**src/rtl/trap_seq_pkg.sv**
```systemverilog
// Shared types and constants for the stage-3 trap/interrupt/xRET redirect sequencer.
package trap_seq_pkg;

  typedef enum logic [2:0] {
    IDLE,
    DRAIN,
    REQ,
    REDIRECT,
    SLEEP
  } trap_seq_state_t;

  typedef enum logic {
    TRAP,
    RET
  } trap_seq_kind_t;

  // exc_flags bit positions
  localparam int unsigned ExcMalInsn    = 0;
  localparam int unsigned ExcFaultInsn  = 1;
  localparam int unsigned ExcIllegal    = 2;
  localparam int unsigned ExcMalL       = 3;
  localparam int unsigned ExcFaultL     = 4;
  localparam int unsigned ExcMalS       = 5;
  localparam int unsigned ExcFaultS     = 6;
  localparam int unsigned ExcBreakpoint = 7;
  localparam int unsigned ExcEnv        = 8;

  // Machine-mode exception cause codes
  localparam logic [4:0] CauseMalInsn    = 5'd0;
  localparam logic [4:0] CauseFaultInsn  = 5'd1;
  localparam logic [4:0] CauseIllegal    = 5'd2;
  localparam logic [4:0] CauseBreakpoint = 5'd3;
  localparam logic [4:0] CauseMalL       = 5'd4;
  localparam logic [4:0] CauseFaultL     = 5'd5;
  localparam logic [4:0] CauseMalS       = 5'd6;
  localparam logic [4:0] CauseFaultS     = 5'd7;
  localparam logic [4:0] CauseEnv        = 5'd11;

endpackage

```
**src/rtl/trap_seq_prio_enc.sv**
```systemverilog
// Priority encoder selecting the architecturally first exception among the mem-stage flags.
module trap_seq_prio_enc
  import trap_seq_pkg::*;
(
  input  logic [8:0] exc_flags,
  output logic       valid,
  output logic [4:0] code,
  output logic       uses_badaddr
);

  // Highest-priority flag wins; env calls carry no faulting address.
  always_comb begin
    valid        = 1'b1;
    code         = 5'd0;
    uses_badaddr = 1'b1;
    if (exc_flags[ExcBreakpoint]) begin
      code = CauseBreakpoint;
    end else if (exc_flags[ExcFaultInsn]) begin
      code = CauseFaultInsn;
    end else if (exc_flags[ExcIllegal]) begin
      code = CauseIllegal;
    end else if (exc_flags[ExcMalInsn]) begin
      code = CauseMalInsn;
    end else if (exc_flags[ExcEnv]) begin
      code         = CauseEnv;
      uses_badaddr = 1'b0;
    end else if (exc_flags[ExcMalS]) begin
      code = CauseMalS;
    end else if (exc_flags[ExcMalL]) begin
      code = CauseMalL;
    end else if (exc_flags[ExcFaultS]) begin
      code = CauseFaultS;
    end else if (exc_flags[ExcFaultL]) begin
      code = CauseFaultL;
    end else begin
      valid        = 1'b0;
      uses_badaddr = 1'b0;
    end
  end

endmodule

```
**src/rtl/stage3_trap_sequencer.sv**
```systemverilog
// Multi-cycle trap/interrupt/xRET redirect controller for the 3-stage pipeline.
// Drains outstanding memory traffic, handshakes with the privilege unit and
// inserts the returned PC into fetch. All outputs are registered.
// Optional macro TRAP_SEQ_WFI_EN adds a SLEEP state entered on WFI.
module stage3_trap_sequencer
  import trap_seq_pkg::*;
#(
  parameter int unsigned ACK_TIMEOUT = 16,
  parameter int unsigned WORD_W      = 32
) (
  input  logic              CLK,
  input  logic              nRST,
  input  logic              valid_m,
  input  logic [WORD_W-1:0] pc_m,
  input  logic [WORD_W-1:0] badaddr,
  input  logic [8:0]        exc_flags,
  input  logic              ret,
  input  logic              intr_req,
  input  logic [4:0]        intr_code,
  input  logic              wfi,
  input  logic              i_mem_busy,
  input  logic              d_mem_busy,
  output logic              trap_req,
  output logic              ret_req,
  input  logic              trap_ack,
  input  logic [WORD_W-1:0] priv_pc_in,
  output logic [WORD_W-1:0] epc,
  output logic [WORD_W-1:0] cause,
  output logic [WORD_W-1:0] tval,
  output logic              flush_all,
  output logic              stall_all,
  output logic              insert_priv_pc,
  output logic [WORD_W-1:0] priv_pc_o,
  input  logic              fetch_accept,
  output logic              busy,
  output logic              timeout_err
);

  // Counter holds completed REQ cycles, so it never needs to reach ACK_TIMEOUT itself.
  localparam int unsigned CntW  = (ACK_TIMEOUT > 1) ? $clog2(ACK_TIMEOUT) : 1;
  localparam int unsigned TLast = (ACK_TIMEOUT == 0) ? 0 : ACK_TIMEOUT - 1;

  trap_seq_state_t   state_q, state_d;
  trap_seq_kind_t    kind_q, kind_d;
  logic [WORD_W-1:0] epc_q, epc_d, cause_q, cause_d, tval_q, tval_d, ppc_q, ppc_d;
  logic [CntW-1:0]   cnt_q, cnt_d;
  logic              tmo_q, tmo_d;
  logic              flush_q, flush_d, stall_q, stall_d, treq_q, treq_d;
  logic              rreq_q, rreq_d, ins_q, ins_d, busy_q, busy_d;

  logic              enc_valid, enc_uses_badaddr;
  logic [4:0]        enc_code;

  trap_seq_prio_enc u_prio_enc (
    .exc_flags    (exc_flags),
    .valid        (enc_valid),
    .code         (enc_code),
    .uses_badaddr (enc_uses_badaddr)
  );

`ifndef TRAP_SEQ_WFI_EN
  logic unused_wfi;
  assign unused_wfi = wfi;
`endif

  // Next-state, latched trap context and registered-output decode.
  always_comb begin
    state_d = state_q;
    kind_d  = kind_q;
    epc_d   = epc_q;
    cause_d = cause_q;
    tval_d  = tval_q;
    ppc_d   = ppc_q;
    cnt_d   = cnt_q;
    tmo_d   = 1'b0;

    unique case (state_q)
      IDLE: begin
        if (valid_m) begin
          if (enc_valid) begin
            state_d       = DRAIN;
            kind_d        = TRAP;
            epc_d         = pc_m;
            cause_d       = '0;
            cause_d[4:0]  = enc_code;
            tval_d        = enc_uses_badaddr ? badaddr : '0;
          end else if (intr_req) begin
            state_d             = DRAIN;
            kind_d              = TRAP;
            epc_d               = pc_m;
            cause_d             = '0;
            cause_d[WORD_W-1]   = 1'b1;
            cause_d[4:0]        = intr_code;
            tval_d              = '0;
          end else if (ret) begin
            // xRET keeps the previous cause/tval visible to software.
            state_d = DRAIN;
            kind_d  = RET;
            epc_d   = pc_m;
`ifdef TRAP_SEQ_WFI_EN
          end else if (wfi) begin
            // Resume point after the WFI is the next instruction.
            state_d = SLEEP;
            epc_d   = pc_m + WORD_W'(4);
`endif
          end
        end
      end
      DRAIN: begin
        if (!(i_mem_busy || d_mem_busy)) begin
          state_d = REQ;
        end
      end
      REQ: begin
        if (trap_ack) begin
          state_d = REDIRECT;
          ppc_d   = priv_pc_in;
          cnt_d   = '0;
        end else if ((ACK_TIMEOUT != 0) && (cnt_q == CntW'(TLast))) begin
          state_d = IDLE;
          tmo_d   = 1'b1;
          cnt_d   = '0;
        end else begin
          cnt_d = cnt_q + CntW'(1);
        end
      end
      REDIRECT: begin
        if (fetch_accept) begin
          state_d = IDLE;
        end
      end
`ifdef TRAP_SEQ_WFI_EN
      SLEEP: begin
        if (intr_req) begin
          state_d           = DRAIN;
          kind_d            = TRAP;
          cause_d           = '0;
          cause_d[WORD_W-1] = 1'b1;
          cause_d[4:0]      = intr_code;
          tval_d            = '0;
        end
      end
`endif
      default: state_d = IDLE;
    endcase

    flush_d = (state_d == DRAIN);
    stall_d = (state_d == DRAIN) || (state_d == REQ) || (state_d == SLEEP);
    treq_d  = (state_d == REQ) && (kind_d == TRAP);
    rreq_d  = (state_d == REQ) && (kind_d == RET);
    ins_d   = (state_d == REDIRECT);
    busy_d  = (state_d != IDLE);
  end

  // State, context and output registers; reset aborts any sequence in flight.
  always_ff @(posedge CLK or negedge nRST) begin
    if (!nRST) begin
      state_q <= IDLE;
      kind_q  <= TRAP;
      epc_q   <= '0;
      cause_q <= '0;
      tval_q  <= '0;
      ppc_q   <= '0;
      cnt_q   <= '0;
      tmo_q   <= 1'b0;
      flush_q <= 1'b0;
      stall_q <= 1'b0;
      treq_q  <= 1'b0;
      rreq_q  <= 1'b0;
      ins_q   <= 1'b0;
      busy_q  <= 1'b0;
    end else begin
      state_q <= state_d;
      kind_q  <= kind_d;
      epc_q   <= epc_d;
      cause_q <= cause_d;
      tval_q  <= tval_d;
      ppc_q   <= ppc_d;
      cnt_q   <= cnt_d;
      tmo_q   <= tmo_d;
      flush_q <= flush_d;
      stall_q <= stall_d;
      treq_q  <= treq_d;
      rreq_q  <= rreq_d;
      ins_q   <= ins_d;
      busy_q  <= busy_d;
    end
  end

  assign trap_req       = treq_q;
  assign ret_req        = rreq_q;
  assign epc            = epc_q;
  assign cause          = cause_q;
  assign tval           = tval_q;
  assign flush_all      = flush_q;
  assign stall_all      = stall_q;
  assign insert_priv_pc = ins_q;
  assign priv_pc_o      = ppc_q;
  assign busy           = busy_q;
  assign timeout_err    = tmo_q;

endmodule
```
**config.mk**
```make
export PLATFORM = sky130hd
export DESIGN_NAME = stage3_trap_sequencer
export DESIGN_NICKNAME = d
export VERILOG_FILES = /design/src/rtl/trap_seq_pkg.sv /design/src/rtl/trap_seq_prio_enc.sv /design/src/rtl/stage3_trap_sequencer.sv
export SDC_FILE = /design/constraint.sdc
export NUM_CORES = 1
export LEC_CHECK = 0
export BUFFER_PORTS_ARGS = -buffer_cell sky130_fd_sc_hd__buf_2
export CELL_PAD_IN_SITES_DETAIL_PLACEMENT = 1
export CELL_PAD_IN_SITES_GLOBAL_PLACEMENT = 1
export CORE_MARGIN = 4
export CORE_UTILIZATION = 30
export DETAILED_ROUTE_END_ITERATION = 8
export PLACE_DENSITY = 0.81
export SYNTH_ARGS = -nofsm -noshare
export SYNTH_HDL_FRONTEND = slang
export SYNTH_SLANG_ARGS = --single-unit
```
**constraint.sdc**
```tcl
create_clock -name CLK -period 2 [get_ports CLK]
set_input_delay 0.4 -clock CLK [delete_from_list [all_inputs] [get_ports CLK]]
set_output_delay 0.4 -clock CLK [all_outputs]
set_load 0.02 [all_outputs]
```
==> run_results.csv <==
group,metric,value,unit
status,outcome,"complete, but fails checks",
status,violations,"setup timing",
sta,fin_crit,2050,ps
floorplan,core,15800,sq um
place,hpwl,11500,um
drt,vias,3912,
drt,firstDrtPassIters,4,
synth,yosys.cell_count.top_type,"dfrtp_1",
job,maxCapViolCount,0,
pwr,powerDensity,1380,nW/um^2
clock_tree,worstSkewPairLatency,400,ps
finish,final_cells,887,
clock_tree,ctsHtreeMaxLevel,4,
clock_tree,path_clk_slew,60,ps
sta,post-route-period-util,103,%
critical_path,critPathLaunchType,"input port",
global_routing,grt_usage,16.2,%
floorplan,initial_core_util,30.5,%
synth,syn_area_per_cell,12.0,sq um
pwr,p_leak,0.00374,uW
synth,synth_cells,400,
drt,avgViaCountPerCell,4.41,
finish,syn_to_final_growth,47.0,%
synth,syn_area,4810,sq um
sta,final.setup.tns,-690,ps
floorplan,die_x,135,um
floorplan,io_pins,255,
global_routing,grt_pass1_vias,4318,
sta,maxSlewViolCount,0,
place,placed_area,6310,sq um
drt,ant_nets,0,
place,gp_congestion,0.847,
drt,drc_errors,0,
critical_path,arrival,2330,ps
finish,fillers,1835,
clock_tree,clockRootBuffer,"clkbuf_16",
synth,synth_ff_type,"dfrtp_1",
synth,synth_top_area_share,60.9,%
place,dpl.cell_count,850,
global_routing,antenna_found_initial,0,
sta,slew_headroom,38.1,%
sta,final-setup-viol-count,23,
finish,multi_input_area,1730,sq um
synth,synth_seq_cells,117,
synth,synth-edff-count,0,
finish,diodes,0,
min_path,min_path_type,"in -> reg",
clock_tree,cts_tree,"built",
pwr,vdd_drop_max,0.503,mV
drt,drt-wirelength-per-cell,16.8,um
floorplan,fp.dieArea,18100,sq um
critical_path,worstSetupPathType,"in -> reg",
finish,nets,779,
finish,layout-drive-gt1-share,53.8,%
global_routing,grt_max_degree,54,
synth,ys_top_cells_by_area,"dfrtp_1, mux2_2, nand2_1, o21ai_0, buf_4",
finish,final_area,7070,sq um
global_routing,grt_first_pass_wirelength,23000,um
place,port_buffers,227,
critical_path,path_max_fanout,12,
sta,rsz0062_at_grt,"yes",
drt,drtIter0Drc,72,
clock_tree,clockBufferDepth,2,
sta,fmax,0.487,GHz
sta,tightest_slew,906,ps
sta,finClkSkew,12.1,ps
synth,yosysUniqueCellTypes,37,
synth,seq_area_frac_synth,60.9,%
critical_path,cp-end-kind,"flop",
finish,regArea,2930,sq um
floorplan,row_count,46,
critical_path,required,2280,ps
critical_path,reg2reg_slack,130,ps
synth,yosysTopAreaCell,"dfrtp_1",
sta,fin_ws,-54.1,ps
floorplan,die_h,135,um
drt,wirelength,14900,um
global_routing,grt-ovfl-total,0,
synth,synth_common_cells,"dfrtp_1, nand2_1, mux2_2",
synth,async_flop_share,100,%
clock_tree,cts_sinks,117,
clock_tree,cts_buffers,17,
sta,hold_viol_final,0,
synth,ys_warn_count,0,
[cells by family after synthesis]
family	Yosys count	synth area share (%)
other cells	1	0.0780
compound gates	56	7.00
flops	117	60.9
mux	64	15.0
buf+inv	49	6.51
fa+ha+maj	1	0.260
simple gates	112	10.3
[routing by layer]
metal,share of wire [%],global-route usage (%),routed length (um)
met2,51,28.0,7650
met1,40,18.8,5950
met4,1.3,5.15,187
met3,7.7,5.59,1150
met5,0,0,0
[registers in the layout (all words and copies together) (netlist names)]
signal,count
cause,6
state_q,3
timeout_err,1
busy,1
insert_priv_pc,1
cnt_q,4
ret_req,1
priv_pc_o,32
trap_req,1
tval,32
kind_q,1
flush_all,1
epc,32
stall_all,1
[placed cells by master (no fill, tap or decap), types with 4 or more instances in the layout]
master,Yosys,final
clkinvlp_4,0,4
dfrtp_1,117,117
nor2_1,10,9
buf_2,7,224
o21ai_0,41,41
clkbuf_16,0,19
conb_1,1,27
o31ai_1,4,4
inv_1,5,5
clkinv_2,0,4
mux2_4,0,13
buf_12,0,8
nand2_1,78,78
buf_4,26,19
mux2_2,63,50
[area by class of cell]
cell class,count,area share [%]
Sequential cell,117,41.4
Multi-Input combinational cell,260,24.5
Timing Repair Buffer,257,21.5
Clock buffer,19,6.27
Tap cell,216,3.82
Clock inverter,13,2.23
Inverter,5,0.266
[through the flow]
stage	hold WS, ps	utilization, %	power (uW)	setup WS (ps)
after global routing	192	44.8	10300	-72.2
after CTS	193	43.9	9790	-31.1
final	210	44.8	9750	-54.1
after global placement	300	40.0	6480	-440
after detailed placement	302	40.0	6660	-477
after floorplan	104	-	5350	-388
[worst max-delay path: stages]
cell and delay [ps]:
buf_6 90, or4_4 540, or3_4 410, o31ai_4 220
buf_12 170, clkbuf_16 170, mux2_2 340
[worst paths after layout]
check,startpoint,endpoint,depth (start not counted)
max in group asynchronous,nRST,kind_q,3
worst max-delay path,exc_flags[0],epc[7],7
min in group asynchronous,nRST,priv_pc_o[15],2
worst min register to register,cause[3],cause[3],2
worst max register to register,state_q[2],priv_pc_o[18],4
worst min-delay path,pc_m[26],epc[26],2
[power breakdown]
| part | switching, uW | internal (uW) | leakage [uW] | total [uW] |
|---|---|---|---|---|
| combinational | 1840 | 1240 | 0.00201 | 3080 |
| clock | 1080 | 1980 | 0.000285 | 3070 |
| sequential | 455 | 3150 | 0.00144 | 3600 |
[what timing repair did]
action | 4_1_cts | 5_1_grt
resized for setup | 1 | 15
endpoints found under the hold margin | 18 | 0
hold buffers | 1 | 0
cloned | 0 | 2
buffers inserted | 0 | 2
endpoints found under the setup margin | 19 | 31
No activity file was read; power rests on OpenSTA's default activity.
